`config.mk`:
```
export PLATFORM = sky130hd
export DESIGN_NAME = load_store_unit
export DESIGN_NICKNAME = d
export VERILOG_FILES = /design/src/rtl/mips_pkg.sv /design/src/rtl/lsu_lane_merge.sv /design/src/rtl/load_store_unit.sv
export SDC_FILE = /design/constraint.sdc
export NUM_CORES = 1
export LEC_CHECK = 0
export BUFFER_PORTS_ARGS = -buffer_cell sky130_fd_sc_hd__clkbuf_2
export CAP_MARGIN = 20
export CORE_MARGIN = 4
export CORE_UTILIZATION = 40
export DETAILED_ROUTE_END_ITERATION = 10
export GPL_TIMING_DRIVEN = 0
export PLACE_DENSITY = 0.61
export SYNTH_ARGS = -nofsm -noshare
export SYNTH_HDL_FRONTEND = slang
export SYNTH_SLANG_ARGS = --single-unit
```
`constraint.sdc`:
```
create_clock -name clk -period 14.8 [get_ports clk]
set_input_delay 2.96 -clock clk [delete_from_list [all_inputs] [get_ports clk]]
set_output_delay 2.96 -clock clk [all_outputs]
set_load 0.005 [all_outputs]
```
`src/rtl/mips_pkg.sv`:
```
// Shared MIPS definitions: access-size encodings, LSU state encoding and
// alignment helpers used by the load/store unit.
package mips_pkg;

    typedef enum logic [1:0] {
        SZ_BYTE = 2'b00,
        SZ_HALF = 2'b01,
        SZ_WORD = 2'b10,
        SZ_RSVD = 2'b11   // reserved, behaves as a word access
    } lsu_size_e;

    typedef enum logic {
        LSU_IDLE   = 1'b0,
        LSU_RMW_WR = 1'b1
    } lsu_state_e;

    // Sub-word stores need a read-modify-write; everything else is a full word.
    function automatic logic is_subword(input lsu_size_e size);
        return (size == SZ_BYTE) || (size == SZ_HALF);
    endfunction

    // Half needs an even address, word (and reserved) needs a 4-byte aligned one.
    function automatic logic is_misaligned(input lsu_size_e size, input logic [1:0] offset);
        case (size)
            SZ_BYTE: return 1'b0;
            SZ_HALF: return offset[0];
            default: return offset != 2'b00;
        endcase
    endfunction

endpackage

```
`src/rtl/lsu_lane_merge.sv`:
```
// Big-endian lane logic: byte offset 0 is bits [31:24], half offset 0 is [31:16].
// Extracts and sign/zero-extends a load lane, and inserts store data into a word.
module lsu_lane_merge
    import mips_pkg::*;
(
    input  logic [31:0] word_i,        // memory word being read or merged into
    input  logic [1:0]  offset_i,      // byte offset within the word
    input  lsu_size_e   size_i,
    input  logic        zext_i,        // zero-extend sub-word loads
    input  logic [31:0] store_data_i,  // sub-word store data sits in the low bits
    output logic [31:0] load_data_o,
    output logic [31:0] merged_o
);

    logic [7:0]  byte_lane;
    logic [15:0] half_lane;
    logic [4:0]  byte_lsb;  // (3 - offset) * 8
    logic [4:0]  half_lsb;  // (1 - offset[1]) * 16

    assign byte_lsb  = {~offset_i, 3'b000};
    assign half_lsb  = {~offset_i[1], 4'b0000};
    assign byte_lane = word_i[byte_lsb +: 8];
    assign half_lane = word_i[half_lsb +: 16];

    // Select the load lane / splice the store lane according to access size.
    always_comb begin
        // NOTE: both outputs get a default before the case so no path leaves them unassigned (no latch).
        load_data_o = word_i;
        merged_o    = store_data_i;
        case (size_i)
            SZ_BYTE: begin
                load_data_o = zext_i ? {24'h0, byte_lane} : {{24{byte_lane[7]}}, byte_lane};
                merged_o    = word_i;
                merged_o[byte_lsb +: 8] = store_data_i[7:0];
            end
            SZ_HALF: begin
                load_data_o = zext_i ? {16'h0, half_lane} : {{16{half_lane[15]}}, half_lane};
                merged_o    = word_i;
                merged_o[half_lsb +: 16] = store_data_i[15:0];
            end
            default: begin
                load_data_o = word_i;
                merged_o    = store_data_i;
            end
        endcase
    end

endmodule

```
`src/rtl/load_store_unit.sv`:
```
// MEM-stage load/store unit in front of a word-addressed data memory.
// Loads and word stores complete in one cycle; sb/sh take two cycles
// (read the word, then write the merged word) because memory cannot
// read and write in the same cycle.
// Optional feature: define MISALIGN_TRAP_EN to flag and suppress misaligned
// half/word accesses; otherwise the offending low address bits are ignored.
module load_store_unit
    import mips_pkg::*;
#(
    parameter int WORD_SIZE    = 32,  // only 32 is supported
    parameter int ADDRESS_SIZE = 32
) (
    input  logic                    clk,
    input  logic                    rst,
    input  logic [31:0]             lsu_addr,
    input  logic [WORD_SIZE-1:0]    lsu_wdata,
    input  logic                    lsu_read,
    input  logic                    lsu_write,
    input  logic [1:0]              lsu_size,
    input  logic                    lsu_unsigned,
    output logic [WORD_SIZE-1:0]    lsu_rdata,
    output logic                    lsu_stall,
    output logic                    lsu_misalign,
    output logic [ADDRESS_SIZE-1:0] mem_addr,
    output logic [WORD_SIZE-1:0]    mem_wdata,
    output logic                    mem_read,
    output logic                    mem_write,
    input  logic [WORD_SIZE-1:0]    mem_rdata
);

    lsu_state_e             state_q, state_d;
    logic [31:0]            addr_q;
    logic [WORD_SIZE-1:0]   word_q;
    logic [WORD_SIZE-1:0]   wdata_q;
    lsu_size_e              size_q;
    logic                   latch_en;

    lsu_size_e              req_size;
    logic                   misalign;
    logic                   in_rmw;
    logic [WORD_SIZE-1:0]   load_data;
    logic [WORD_SIZE-1:0]   merged;

    assign req_size = lsu_size_e'(lsu_size);
    assign in_rmw   = (state_q == LSU_RMW_WR);

    // One lane unit serves both phases: live request in IDLE, latched store in RMW_WR.
    lsu_lane_merge u_lane_merge (
        .word_i       (in_rmw ? word_q       : mem_rdata),
        .offset_i     (in_rmw ? addr_q[1:0]  : lsu_addr[1:0]),
        .size_i       (in_rmw ? size_q       : req_size),
        .zext_i       (lsu_unsigned),
        .store_data_i (in_rmw ? wdata_q      : lsu_wdata),
        .load_data_o  (load_data),
        .merged_o     (merged)
    );

`ifdef MISALIGN_TRAP_EN
    assign misalign = !rst && !in_rmw && (lsu_read || lsu_write)
                    && is_misaligned(req_size, lsu_addr[1:0]);
`else
    assign misalign = 1'b0;
`endif
    assign lsu_misalign = misalign;

    // Next-state and memory/pipeline strobes; everything is held at 0 during reset.
    always_comb begin
        state_d   = state_q;
        latch_en  = 1'b0;
        mem_read  = 1'b0;
        mem_write = 1'b0;
        mem_wdata = '0;
        mem_addr  = ADDRESS_SIZE'(lsu_addr[31:2]);
        lsu_rdata = '0;
        lsu_stall = 1'b0;
        if (!rst) begin
            case (state_q)
                LSU_IDLE: begin
                    if (misalign) begin
                        // access suppressed, only the flag is raised
                    end else if (lsu_read) begin
                        // a simultaneous write is illegal and simply dropped
                        mem_read  = 1'b1;
                        lsu_rdata = load_data;
                    end else if (lsu_write) begin
                        if (is_subword(req_size)) begin
                            mem_read  = 1'b1;
                            lsu_stall = 1'b1;
                            latch_en  = 1'b1;
                            state_d   = LSU_RMW_WR;
                        end else begin
                            mem_write = 1'b1;
                            mem_wdata = lsu_wdata;
                        end
                    end
                end
                LSU_RMW_WR: begin
                    mem_write = 1'b1;
                    mem_addr  = ADDRESS_SIZE'(addr_q[31:2]);
                    mem_wdata = merged;
                    state_d   = LSU_IDLE;
                end
                default: state_d = LSU_IDLE;
            endcase
        end
    end

    // State register plus the read-phase capture of the sub-word store.
    always_ff @(posedge clk or posedge rst) begin
        if (rst) begin
            // NOTE: the capture registers are reset too, so a reset mid-RMW leaves nothing stale behind.
            state_q <= LSU_IDLE;
            addr_q  <= '0;
            word_q  <= '0;
            wdata_q <= '0;
            size_q  <= SZ_BYTE;
        end else begin
            // NOTE: non-blocking assignments so every register samples pre-edge values.
            state_q <= state_d;
            if (latch_en) begin
                addr_q  <= lsu_addr;
                word_q  <= mem_rdata;
                wdata_q <= lsu_wdata;
                size_q  <= req_size;
            end
        end
    end

endmodule

```
# [Word-level counts from Yosys, hierarchy flattened]
# Index checks and enable logic that the tools add are counted.
[word_totals] ff_bits=99 latch_bits=0 mem_bits_rw=0 romBits=0 inputBits=103 output_inout_bits=100 word_cells=55 mem_count=0
[op_classes] n_addsub=2 n_mul=0 n_div=0 magnitude_cmp=0 n_eq_ne=2 shift=6 n_mux=34 n_bitwise=3 reduce_logical=3
[ops] operator="two-way mux 32 bit" count=12
[ops] operator="case mux 32 bit (2 select lines)" count=3
[ops] operator="bitwise mux 32 bit" count=2
[ops] operator="variable shift 16 x 7 -> 32 bit, first input constant" count=1
[ops] operator="variable shift 8 x 7 -> 32 bit, first input constant" count=1
[ops] operator="variable part select 16 x 7 -> 32 bit" count=1
[ops] operator="variable part select 32 x 6 -> 16 bit" count=1
[ops] operator="variable part select 32 x 6 -> 8 bit" count=1
[ops] operator="variable part select 8 x 7 -> 32 bit" count=1
[ops] operator="two-way mux 30 bit" count=1
[ops] operator="negation 5 -> 7 bit" count=2
[ops] operator="two-way mux 1 bit" count=12
[ops] operator="equality test 2 x 1 -> 1 bit, second input constant" count=2
[ops] operator="zero test 2 bit" count=2
[ops] operator="two-way mux 2 bit" count=2
[ops] operator="case mux 1 bit (2 select lines)" count=2
[ops] operator="NOT 1 bit" count=2
[ops] operator="NOT 2 bit" count=1
[ops] operator="logical OR 1 bit" count=1

# [Logic depth before layout (Yosys ltp)]
# Gate-level depths: netlist of the first run.
[depth] depth_word=8 ltp_mapped=10 depth_no_buf=7

# [Cells and area by module]
# A second synthesis of the first run with hierarchy kept.
[hier_totals] cells_unflattened=659 hier_area_um2=7554.7
[modules_own_cells] module="load_store_unit" instances=1 cells_each=412 area_per_inst_um2=6018.3 seq_area_each_um2=2477.4
[modules_own_cells] module="lsu_lane_merge" instances=1 cells_each=247 area_per_inst_um2=1536.5 seq_area_each_um2=0.0

# [Worst setup path after synthesis of the first run]
# Ideal clock, no wire load.
[synth_timing] path_type="input-to-output" startpoint="in rst" endpoint="out mem_wdata[22]" t_arrival_ns=6.255 path_slack_ns=5.585 stages=4 cell_sequence="inv_1 nand2_1 a211o_1 o221ai_1"
[synth_between] elab_chain_len=1
[synth_lines] element="start, declared" line_no="load_store_unit.sv:14" rtl="input logic rst,"
[synth_lines] element="two-way mux 32 bit" line_no="load_store_unit.sv:76" rtl="if (!rst) begin"
[synth_lines] element="end, declared" line_no="load_store_unit.sv:25" rtl="output logic [WORD_SIZE-1:0] mem_wdata,"
# Every way passes these cells.

# [Final worst setup path of the first run]
[layout_timing] startpoint="in lsu_addr[1]" endpoint="out mem_wdata[25]"
[layout_between] elab_chain_len=8 word_cells_on_any_way=14 cone_classes="add/sub: 2; shift: 4; mux: 6; bitwise: 2"
[layout_lines] element="start, declared" line_no="load_store_unit.sv:15" rtl="input logic [31:0] lsu_addr,"
[layout_lines] element="two-way mux 2 bit (*)" line_no="load_store_unit.sv:50" rtl=".offset_i (in_rmw ? addr_q[1:0] : lsu_addr[1:0]),"
[layout_lines] element="NOT 1 bit or NOT 2 bit (tied branches)" line_no="lsu_lane_merge.sv:21, lsu_lane_merge.sv:20"
[layout_lines] element="negation 5 -> 7 bit (on tied branches)" line_no="lsu_lane_merge.sv:39, lsu_lane_merge.sv:34"
[layout_lines] element="variable part select 16 x 7 -> 32 bit (tied with other cells)" line_no="lsu_lane_merge.sv:39" rtl="merged_o[half_lsb +: 16] = store_data_i[15:0];"
[layout_lines] element="bitwise mux 32 bit (on tied branches)" line_no="lsu_lane_merge.sv:39, lsu_lane_merge.sv:34"
[layout_lines] element="case mux 32 bit (2 select lines) (*)" line_no="lsu_lane_merge.sv:30" rtl="case (size_i)"
[layout_lines] element="case mux 32 bit (2 select lines) (*)" line_no="load_store_unit.sv:77" rtl="case (state_q)"
[layout_lines] element="two-way mux 32 bit (*)" line_no="load_store_unit.sv:76"
# Mark *: on every way between the ends. The rest lies on a longest branch, timed or not.

==> results of run 1 <==
-- worst reg2reg max path, stage by stage, from the launching register on --
cell,delay [ns]
sky130_fd_sc_hd__dfrtp_1,0.46
sky130_fd_sc_hd__buf_6,0.19
sky130_fd_sc_hd__nor2_1,0.19
sky130_fd_sc_hd__and3_1,0.18
sky130_fd_sc_hd__clkbuf_1,0.13
sky130_fd_sc_hd__buf_2,0.27
sky130_fd_sc_hd__buf_2,0.41
sky130_fd_sc_hd__mux2_2,0.39
-- power by group through the flow --
stage / Sequential, mW / Clock (mW) / Combinational (mW)
after floorplan: 0.365 / 0 / 0.177
after global placement: 0.375 / 0 / 0.259
after detailed placement: 0.377 / 0 / 0.263
after CTS: 0.373 / 0.244 / 0.264
after global routing: 0.381 / 0.254 / 0.290
final: 0.373 / 0.240 / 0.267
-- Yosys cell counts (6+ instances only) --
cell type,number,area share
sky130_fd_sc_hd__nor4_1,8,0.0070
sky130_fd_sc_hd__o21a_1,6,0.0063
sky130_fd_sc_hd__o221a_2,11,0.017
sky130_fd_sc_hd__mux2_2,118,0.19
sky130_fd_sc_hd__a32oi_1,6,0.0074
sky130_fd_sc_hd__inv_1,8,0.0042
sky130_fd_sc_hd__a31oi_1,8,0.0070
sky130_fd_sc_hd__mux2i_1,55,0.077
sky130_fd_sc_hd__clkbuf_1,24,0.013
sky130_fd_sc_hd__nand3_1,19,0.013
sky130_fd_sc_hd__buf_2,26,0.018
sky130_fd_sc_hd__buf_4,9,0.0095
sky130_fd_sc_hd__a211oi_1,9,0.0095
sky130_fd_sc_hd__nor2_1,23,0.012
sky130_fd_sc_hd__o22ai_1,9,0.0079
sky130_fd_sc_hd__a221oi_1,8,0.0098
sky130_fd_sc_hd__nand2_1,147,0.077
sky130_fd_sc_hd__nand2b_1,9,0.0079
sky130_fd_sc_hd__dfrtp_1,99,0.35
sky130_fd_sc_hd__a21oi_1,28,0.020
sky130_fd_sc_hd__o21ai_0,32,0.022
sky130_fd_sc_hd__o31ai_1,8,0.0084
sky130_fd_sc_hd__o221ai_1,13,0.016
sky130_fd_sc_hd__a2111oi_0,9,0.011
-- metrics by stage --
step	util	std cells	power (mW)
after floorplan	-	762	0.542
after global placement	0.484	1186	0.634
after detailed placement	0.486	1187	0.641
after CTS	0.502	1203	0.880
after global routing	0.502	1203	0.924
final	0.502	1203	0.880
-- metal layers --
layer / vias to the layer above / share of wire
li1: 3234 / -
met1: 3314 / 0.42
met2: 334 / 0.45
met3: 52 / 0.099
met4: 0 / 0.030
met5: - / 0
-- final timing paths --
kind	from	to	slack [ns]	cells past startpoint
max in group asynchronous	rst	wdata_q[31]	11.35	3
min in group asynchronous	rst	word_q[19]	2.75	2
hold reg to reg	addr_q[5]	addr_q[5]	0.51	1
setup / recovery	lsu_addr[1]	mem_wdata[25]	5.97	11
setup reg to reg	in_rmw	wdata_q[15]	12.46	7
hold / removal	addr_q[5]	addr_q[5]	0.51	1
-- final cells by class --
cell class	instances	area (sq um)	area share
plain buffers	64	344	0.0395
flip-flops and latches	99	2480	0.284
inverters	10	42.5	0.00488
repair buffers	200	1020	0.117
clock inverters	6	56.3	0.00646
multi-input cells	589	4270	0.489
well taps	225	282	0.0323
clock buffers	10	229	0.0263
-- flip-flops by register name, summed over array words and instances, names as in the netlist --
signal,cells
addr_q,32
wdata_q,32
word_q,32
size_q,2
in_rmw,1
-- logic make-up after synthesis --
logic type / share of synthesized area
simple gates: 0.143
mux: 0.270
compound gates: 0.176
flops: 0.348
buf+inv: 0.0539
fa+ha+maj: 0.00879
other cells: 0.000527
==> impl.org, run 1 <==
** Job
- Across the run, the number of max-cap violations was 0.

** Pwr
- IR analysis of the VDD net gives a maximum drop of around 62 uV.
- Power per unit of standard cell area :: about 100 nW/um^2
- Cell internal power dissipation :: between 500 and 600 uW
- Of the total power, the share spent switching nets is 0.348.
- The share of total power dissipated in combinational logic is 0.303.
- Power share of the sequential group :: 0.424
- The analysis attributes to cell leakage a power of between 3 and 4 nW.
- For this design the total switching power over the nets is around 310 uW.
- The share of total power dissipated in the clock network is 0.273.

** Logic synthesis
- Sequential share of the synthesized area :: 0.348
- After synthesis the netlist holds a flip-flop and latch count of 99.
- Number of library cell types mapped by synthesis :: 58
- Number of enable-type register cells in the synthesized netlist :: 0
- Main synth FF type :: sky130_fd_sc_hd__dfrtp_1
- The mapped netlist covers 7120 sq um.
- In the synthesized netlist, the number of instances is 760.
- In the synthesized netlist the async set-or-reset flop fraction comes to 1.00.
- YS warnings :: 0
- Average size of a mapped cell :: approximately 9.4 sq um

** Cells and area
- In the layout the commonest cells are sky130_fd_sc_hd__clkbuf_2 (199), sky130_fd_sc_hd__nand2_1 (147), sky130_fd_sc_hd__mux2_2 (118).
- At the end of the flow, the number of nets in the layout was approximately 1100.
- Relative to the synthesized area, the layout overhead comes to 22.5%.
- Cell area after layout :: 8720 sq um
- The library cell used most frequently in the layout, excluding fill and tap cells, is sky130_fd_sc_hd__clkbuf_2.
- Share of post-route cells with drive strength above 1 :: 0.402
- Fill cell total of the finished layout :: about 1700
- The repair_antennas step left the layout with diodes totalling 0.

** Critical path
- The critical path is of the input pin to primary output type.
- Signal arrival time at the worst endpoint :: approximately 5.9 ns
- The slowest stage of the critical path is the sky130_fd_sc_hd__or3b_1 cell.
- Count of buffering cells on the critical path with inverters included :: 5
- Cell family with the largest share of critical-path delay :: buffers and inverters
- CP Launch Type :: input pin
- Longest individual stage delay on the worst path :: around 0.40 ns
- Walking the worst path, the cells encountered are clkbuf_2 -> mux2i_4 -> buf_2 -> ha_1 -> buf_4 -> or3b_1 -> or2_0 -> buf_2 -> o311a_1 -> a2111oi_2 -> clkbuf_2.
- The worst setup path is captured at a primary output.
- Required time at the endpoint of the critical path :: roughly 12 ns
- Largest fanout of any net on the critical path :: 11

** Global routing
- Largest net degree at the start of global routing :: 52
- Overall global routing resource usage :: 0.263
- The initial antenna violation count came to 0.
- The first global-routing pass estimated ~40000 um of wire.
- Busiest layer in global routing :: met2
- Met3 GRT Util :: 0.0849
- Grt total ovfl :: 0
- Met2 Usage GRT :: 0.405
- For this run, global-route usage on met1 was measured as 0.354.
- Vias in the first global route :: 6583

** CTS
- TritonCTS created 9 clock buffers.
- Clock tree synthesis found a total of 99 sinks.
- Clock slew at reported path FFs :: around 0.080 ns
- No sink is reached through more buffers than the 2 on the longest clock path.
- Number of resized instances in the post-cts repair step :: 0
- Maximum level of the CTS H-tree :: 3
- For the worst-skew pair, the clock arrives at the later sink with an insertion delay of around 0.36 ns.
- The tree is rooted in a sky130_fd_sc_hd__clkbuf_16.
- TritonCTS built the clock tree.
- Hold repair after CTS inserted 0 buffers.
- Once the clock tree was built, the setup fixing pass inserted 0 buffers.

** Floorplan
- The floorplan step set the die width to approximately 140 um.
- The initial utilization of the core area, before any placement, comes to 0.410.
- Ports placed on the boundary :: slightly above 200
- The die is 141 um tall.
- The floorplan has between 40 and 50 rows.
- The floorplan step defined a die boundary enclosing approximately 20000 sq um.
- After floorplanning, the core was sized to cover 17400 sq um.

** STA
- Maximum clock skew at final layout :: slightly below 0.008 ns
- Relative slew margins :: 0.363
- Final cycle utilization of the critical path :: 0.597
- Final hold violation count :: 0
- The max-slew violation count is 0.
- Setup violations remaining at the end of the flow were counted as 0.
- The clock period could shrink to ~8.8 ns.
- Measured slew at the worst slew-check pin :: 0.930 ns
- Setup repair after global routing left no endpoint under its margin.
- The worst path meets setup with 5.97 ns of slack.
- Setup total negative slack on the finished layout was measured at 0 ns.
- Hold is met by around 0.51 ns.
- Static timing analysis puts the maximum clock frequency at 113 MHz.

** Route
- The routed design has approximately 27000 um of wire.
- Dividing the detail-routed via count by the number of cells gives about 5.8.
- Total iterations of the first detailed-routing run :: 5
- Post-DRT Antenna Nets :: 0
- Via count :: around 6900
- After detailed routing, the number of remaining DRC violations is 0.
- Dividing the detail-routed wire length by the instance count gives between 20 and 25 um.
- The detailed router finished its first iteration with 582 violations.

** Placed design
- Final Wtd Congestion :: about 0.96
- Before CTS, the worst setup slack after placement is around 6 ns.
- In this run the cell area measured after placement is 8440 sq um.
- Placed wire-length estimate :: slightly above 20000 um
- IO buf count :: approximately 200

** Worst hold path
- Hold Path Class :: register to register

** Status
- Result of the run :: finished clean
Note: power is estimated with default switching activity, not from simulation.
==> run 2: changes to the inputs <==
PLACE_DENSITY = 0.64   (was 0.61)
clock period = 7.24 ns   (was 14.8 ns; I/O delays follow)
==> impl.org, run 2 (synthesized netlist as in run 1, its figures left out) <==
** Status
- The flow ran to the end, and the final reports show no timing, DRC or antenna violations.

** Floorplan
- The floorplan step defined a die boundary enclosing around 20000 sq um.
- Standard cell core area :: about 17000 sq um
- Die height :: 141 um
- The die is ~140 um wide.
- Row Count :: 48
- For this configuration, the core starts out at a cell density of 0.410.
- For this design the top-level I/O count stands at 203.

** Critical path
- Critical path, cell by cell :: clkbuf_2 -> mux2i_4 -> buf_2 -> ha_1 -> buf_4 -> or3b_1 -> or2_0 -> buf_2 -> o311a_1 -> a2111oi_2 -> clkbuf_2
- The slowest stage of the critical path is the sky130_fd_sc_hd__or3b_1 cell.
- The largest single stage delay on the critical path is 0.40 ns.
- At the worst endpoint, the arrival time is approximately 4.4 ns.
- STA classifies the critical path endpoint as a primary output.
- For flop-to-flop paths, the worst setup slack is slightly below 5 ns.
- CP Launch Type :: input pin
- Worst setup path class :: input pin to primary output
- STA puts the critical path data required time at slightly below 6 ns.
- Of all nets on the critical path, the largest fanout is 11.

** STA
- The clock arrives with just over 0.006 ns of skew.
- Setup repair after global routing missed its margin :: no
- The worst path needs between 5 and 6 ns of the cycle, external delays included.
- Final hold violation count :: 0
- Final cycle utilization of the critical path :: 0.808
- Setup violations remaining at the end of the flow were counted as 0.
- The max-slew violation count was 0.
- Relative slew margins :: 0.349
- Fmax :: around 170 MHz
- Final hold analysis gives a worst-case slack of 0.508 ns.
- Measured slew at the worst slew-check pin :: 0.950 ns

** Pwr
- In this run the static leakage power is approximately 4 nW.
- IR analysis of the VDD net gives a maximum drop of 137 uV.
- Dividing total power by cell area gives a power density of between 200 and 250 nW/um^2.

** Route
- Violation count after the first detailed-route iteration :: 663
- Wire length per cell :: approximately 22 um
- Once detail routing completed, the nets flagged for antenna violations numbered 0.
- Total wire length after detailed routing :: 26700 um
- DRC errors left :: 0
- The first detailed-routing pass ran for 5 iterations.
- Per-cell via count in the routed design :: 5.87
- Via count :: 7059

** CTS
- The tree is rooted in a sky130_fd_sc_hd__clkbuf_16.
- Total CTS buffers :: 9
- The H-tree generated during clock tree synthesis spans 3 levels.
- Once the clock tree was built, the setup fixing pass inserted 0 buffers.
- Sinks on Clock Net :: roughly 100
- Number of resized instances in the post-cts repair step :: 0
- The later pin in the worst-skew pair is clocked with a latency of 0.36 ns.
- Number of buffers inserted for hold repair after clock tree synthesis :: 0
- TritonCTS built the clock tree.
- Clock Path Buffers :: 2
- Clock slew at reported path FFs :: approximately 0.08 ns

** Global routing
- Vias in the first global route :: a little under 7000
- After global routing the overflow that remains totals 0.
- Across every metal layer, demand over resource in global routing totals 0.263.
- Wire length of the first global-routing pass :: 40700 um
- Initial antenna violation count :: 1
- Met3 GRT Util :: 0.0559
- Busiest layer in global routing :: met2
- Largest net degree at the start of global routing :: 55
- In the global route stage, met2 resource usage came out at 0.414.
- Met1 Resource Use GR :: 0.360

** Cells and area
- The repair_antennas step left the layout with diodes totalling 0.
- Top flop regs :: addr_q x32, wdata_q x32, word_q x32
- Top library cells by usage in the layout, fill and taps aside :: sky130_fd_sc_hd__clkbuf_2 (199), sky130_fd_sc_hd__nand2_1 (147), sky130_fd_sc_hd__mux2_2 (118)
- The library cell used most frequently in the layout, excluding fill and tap cells, is sky130_fd_sc_hd__clkbuf_2.
- Finished Core Util :: 0.506
- Fill cell total of the finished layout :: 1704
- From synthesis to final layout, the design area changed by 23.5%.
- At the end of the flow, the number of nets in the layout was 1081.
- Share of post-route cells with drive strength above 1 :: 0.403
- The count of cells in the finished layout, fillers not included, comes to 1203.

** Placed design
- Routability-driven placement finished with a final weighted congestion of 0.976.
- Detailed placement ended at an HPWL of between 20000 and 25000 um.
- IO buf count :: approximately 200
- In this run, placement finished with an instance count of between 1000 and 1500.

** Job
- Across the run, the number of max-cap violations was 0.

** Worst hold path
- Hold Path Class :: register to register
## run 2: path summary, 6_finish.rpt
path	start	endpoint	cells past startpoint
worst max-delay path	lsu_addr[1]	mem_wdata[25]	11
worst min-delay path	word_q[13]	word_q[13]	1
worst max register to register	in_rmw	wdata_q[10]	7
worst min register to register	word_q[13]	word_q[13]	1
max in group asynchronous	rst	word_q[8]	3
min in group asynchronous	rst	addr_q[20]	2
## run 2: power by group
part / internal, mW / leakage, nW / switching (mW)
Clock: 0.346 / 0.174 / 0.247
Combinational: 0.248 / 2.62 / 0.299
Sequential: 0.683 / 1.19 / 0.0803
## run 2: worst max-delay path, delay by kind of cell
kind            cells  cell delay [ns]
mux                 1             0.38
simple gates        2             0.60
compound gates      2             0.76
buf+inv             5             1.01
fa+ha+maj           1             0.20
## run 2: area by class of cell
class | count | area [sq um] | area share
repair buffers | 200 | 1020 | 0.116
flip-flops and latches | 99 | 2480 | 0.282
well taps | 225 | 282 | 0.0320
clock buffers | 9 | 225 | 0.0256
clock inverters | 7 | 130 | 0.0148
inverters | 10 | 42.5 | 0.00484
plain buffers | 64 | 344 | 0.0391
multi-input cells | 589 | 4270 | 0.485
## run 2: through the flow
step                      worst slack, ns  area [sq um]  TNS (ns)  power [mW]
after floorplan                      1.05          7130         0        1.11
after global placement              -1.30          8410    -43.13        1.29
after detailed placement             1.44          8440         0        1.31
after CTS                            1.43          8790         0        1.90
after global routing                 1.25          8790         0        1.99
final                                1.39          8790         0        1.90
## run 2: metal layers
metal	vias up	part of all wire
li1	3247	-
met1	3372	0.43
met2	392	0.45
met3	46	0.094
met4	2	0.028
met5	-	0.00071
==> run 3: changes to the inputs <==
clock period = 4.75 ns   (was 7.24 ns; I/O delays follow)
==> impl.org, run 3 (synthesized netlist as in run 1, its figures left out) <==
** Floorplan
- Die height :: approximately 140 um
- Row Count :: between 40 and 50
- For this design the top-level I/O count stands at slightly above 200.
- Die outline width :: between 100 and 150 um
- The die covers between 15000 and 20000 sq um.
- Standard cell core area :: 17400 sq um
- Starting utilization of the core area :: 0.410

** Critical path
- Crit-path slowest cell :: sky130_fd_sc_hd__or3b_1
- Critical path, cell by cell :: clkbuf_2 -> mux2i_4 -> inv_2 -> buf_2 -> ha_1 -> or3b_1 -> or2_0 -> buf_2 -> o311a_1 -> a2111oi_2 -> clkbuf_2
- At the worst endpoint, the arrival time is 3.63 ns.
- CP Launch Type :: input pin
- The worst setup path is of the input pin to primary output kind.
- Critical path endpoint category :: primary output
- For this run, the slowest stage of the critical path takes 0.39 ns.
- The worst register-to-register path has a setup slack of around 2.4 ns.
- Required time at the endpoint of the critical path :: between 3 and 4 ns
- Along the worst path, the maximum fanout reaches 12.

** Pwr
- The completed layout was analyzed and its total power is 2.75 mW.
- Static Leak :: 3.97 nW
- Power per unit of standard cell area :: ~310 nW/um^2
- Max IR drop VDD :: 189 uV

** Placed design
- Area of placed instances :: 8450 sq um
- Final Wtd Congestion :: ~1.0
- Buffers placed on the I/O ports in this run total roughly 200.
- Once detailed placement completed, the half-perimeter wirelength came to 20500 um.

** Cells and area
- Layout-stage area growth over the synthesis result :: 23.0%
- Summing all non-filler instances in the final layout gives an area of slightly below 9000 sq um.
- Top library cells by usage in the layout, fill and taps aside :: sky130_fd_sc_hd__clkbuf_2 (199), sky130_fd_sc_hd__nand2_1 (147), sky130_fd_sc_hd__mux2_2 (118)
- The library cell used most frequently in the layout, excluding fill and tap cells, is sky130_fd_sc_hd__clkbuf_2.
- In the final layout, the share of cells above drive strength 1 is 0.406.
- At the end of the flow, the number of nets in the layout was around 1100.
- The repair_antennas step left the layout with diodes totalling 0.
- In the final layout, the registers with the most flip-flops are addr_q x32, wdata_q x32, word_q x32.

** STA
- Max-slew violation total from the final report :: 0
- Post-layout minimum cycle time :: 4.58 ns
- Setup repair after global routing left no endpoint under its margin.
- On the final layout, the worst clock skew is approximately 0.0094 ns.
- Final number of setup-violating endpoints :: 0
- The count of endpoints failing hold in the final timing report came to 0.
- Timing would allow up to 218 MHz.
- For the pin with the worst max-slew slack, the measured transition is 0.900 ns.
- In this run the tightest slew margin relative to its limit is 0.383.
- After routing, the total negative slack on setup checks comes to 0 ns.
- In the finished design, the share of the clock period the worst path needs comes to 0.964.

** CTS
- CTS Root Cell :: sky130_fd_sc_hd__clkbuf_16
- In this run the number of H-tree levels came out at 3.
- Clock Path Buffers :: 2
- Clock latency on the worst-skew pair, taken at its later pin, is about 0.36 ns.
- Clock-pin slew was measured on the worst setup and hold paths at about 0.07 ns.
- Sinks on Clock Net :: 99
- Clock tree from TritonCTS :: yes
- Total CTS buffers :: 9
- After clock tree synthesis, the flow added hold-fix buffers numbering 0.

** Global routing
- Overall global routing resource usage :: 0.266
- The first global-routing pass estimated around 41000 um of wire.
- Grt total ovfl :: 0
- Largest net degree at the start of global routing :: 39
- Initial antenna violation count :: 1
- Vias in the first global route :: between 6000 and 7000

** Job
- Count of maximum capacitance violations :: 0

** Route
- Wire length per cell :: ~22 um
- In the routed design, unresolved DRC markers number 0.
- Total iterations of the first detailed-routing run :: 5
- Violation count after the first detailed-route iteration :: 550
- Total wire length after detailed routing :: between 20000 and 30000 um
- The final route contains between 6000 and 7000 vias.
- In this run the remaining antenna-violating nets after routing total 0.
- Per-cell via count in the routed design :: roughly 5.8

** Status
- Result of the run :: finished clean

** Worst hold path
- Hold Path Class :: register to register
==> run 3: changes by cell type in the layout (fill, tap and decap cells not counted), sizes merged <==
| cell | before | now |
|---|---|---|
| bufinv | 3 | 0 |
| clkbuf | 232 | 233 |
| clkinvlp | 0 | 3 |
| buf | 41 | 44 |
| inv | 14 | 11 |
| clkinv | 0 | 2 |
==> run 3: where the power goes <==
part | switching [mW] | internal [mW] | total [mW]
combinational | 0.454 | 0.382 | 0.836
clock | 0.368 | 0.376 | 0.744
sequential | 0.125 | 1.04 | 1.17
==> run 3: critical path, delay by kind of cell <==
kind | cells | cell delay, ns
buffers and inverters | 5 | 0.90
adders and majority gates | 1 | 0.23
muxes | 1 | 0.25
and+or+nand+nor | 2 | 0.59
AOI/OAI and AO/OA | 2 | 0.70
==> run 3: through the flow <==
step / utilization / setup slack, ns / hold WS [ns] / instances
6_report: 0.504 / 0.170 / 0.506 / 1206
5_1_grt: 0.504 / 0.0318 / 0.518 / 1206
4_1_cts: 0.504 / 0.151 / 0.511 / 1206
3_5_place_dp: 0.487 / -0.0223 / 0.492 / 1188
3_3_place_gp: 0.485 / -1.42 / 0.482 / 1186
2_1_floorplan: - / 0.395 / 0.475 / 762
==> run 3: routing by layer <==
metal	share of wire	wire [um]	GRT usage	up-vias
li1	-	-	-	3240
met1	0.43	11500	0.355	3352
met2	0.45	12100	0.417	339
met3	0.090	2420	0.0704	58
met4	0.036	977	0.0975	2
met5	0.00059	16	0	-
==> run 3: worst paths after layout <==
check                                 start             to  cells after the start
max in group asynchronous               rst    wdata_q[28]                      4
min in group asynchronous               rst     addr_q[24]                      2
worst max-delay path            lsu_addr[1]  mem_wdata[25]                     11
worst max register to register       in_rmw    wdata_q[11]                      7
worst min register to register   word_q[26]     word_q[26]                      1
worst min-delay path             word_q[26]     word_q[26]                      1
==> run 3: cell type report <==
class | instances | area (sq um)
Fill cell | 1687 | 8600
Sequential cell | 99 | 2480
Multi-Input combinational cell | 589 | 4270
Buffer | 64 | 347
Timing Repair Buffer | 203 | 1050
Tap cell | 225 | 282
Clock buffer | 10 | 239
Clock inverter | 6 | 48.8
Inverter | 10 | 43.8
==> run 3: what timing repair did <==
| action | CTS | global route |
|---|---|---|
| buffers inserted | 2 | 0 |
| resized for setup | 1 | 1 |
| setup endpoints to repair | 1 | 1 |
| pin swaps | 0 | 0 |
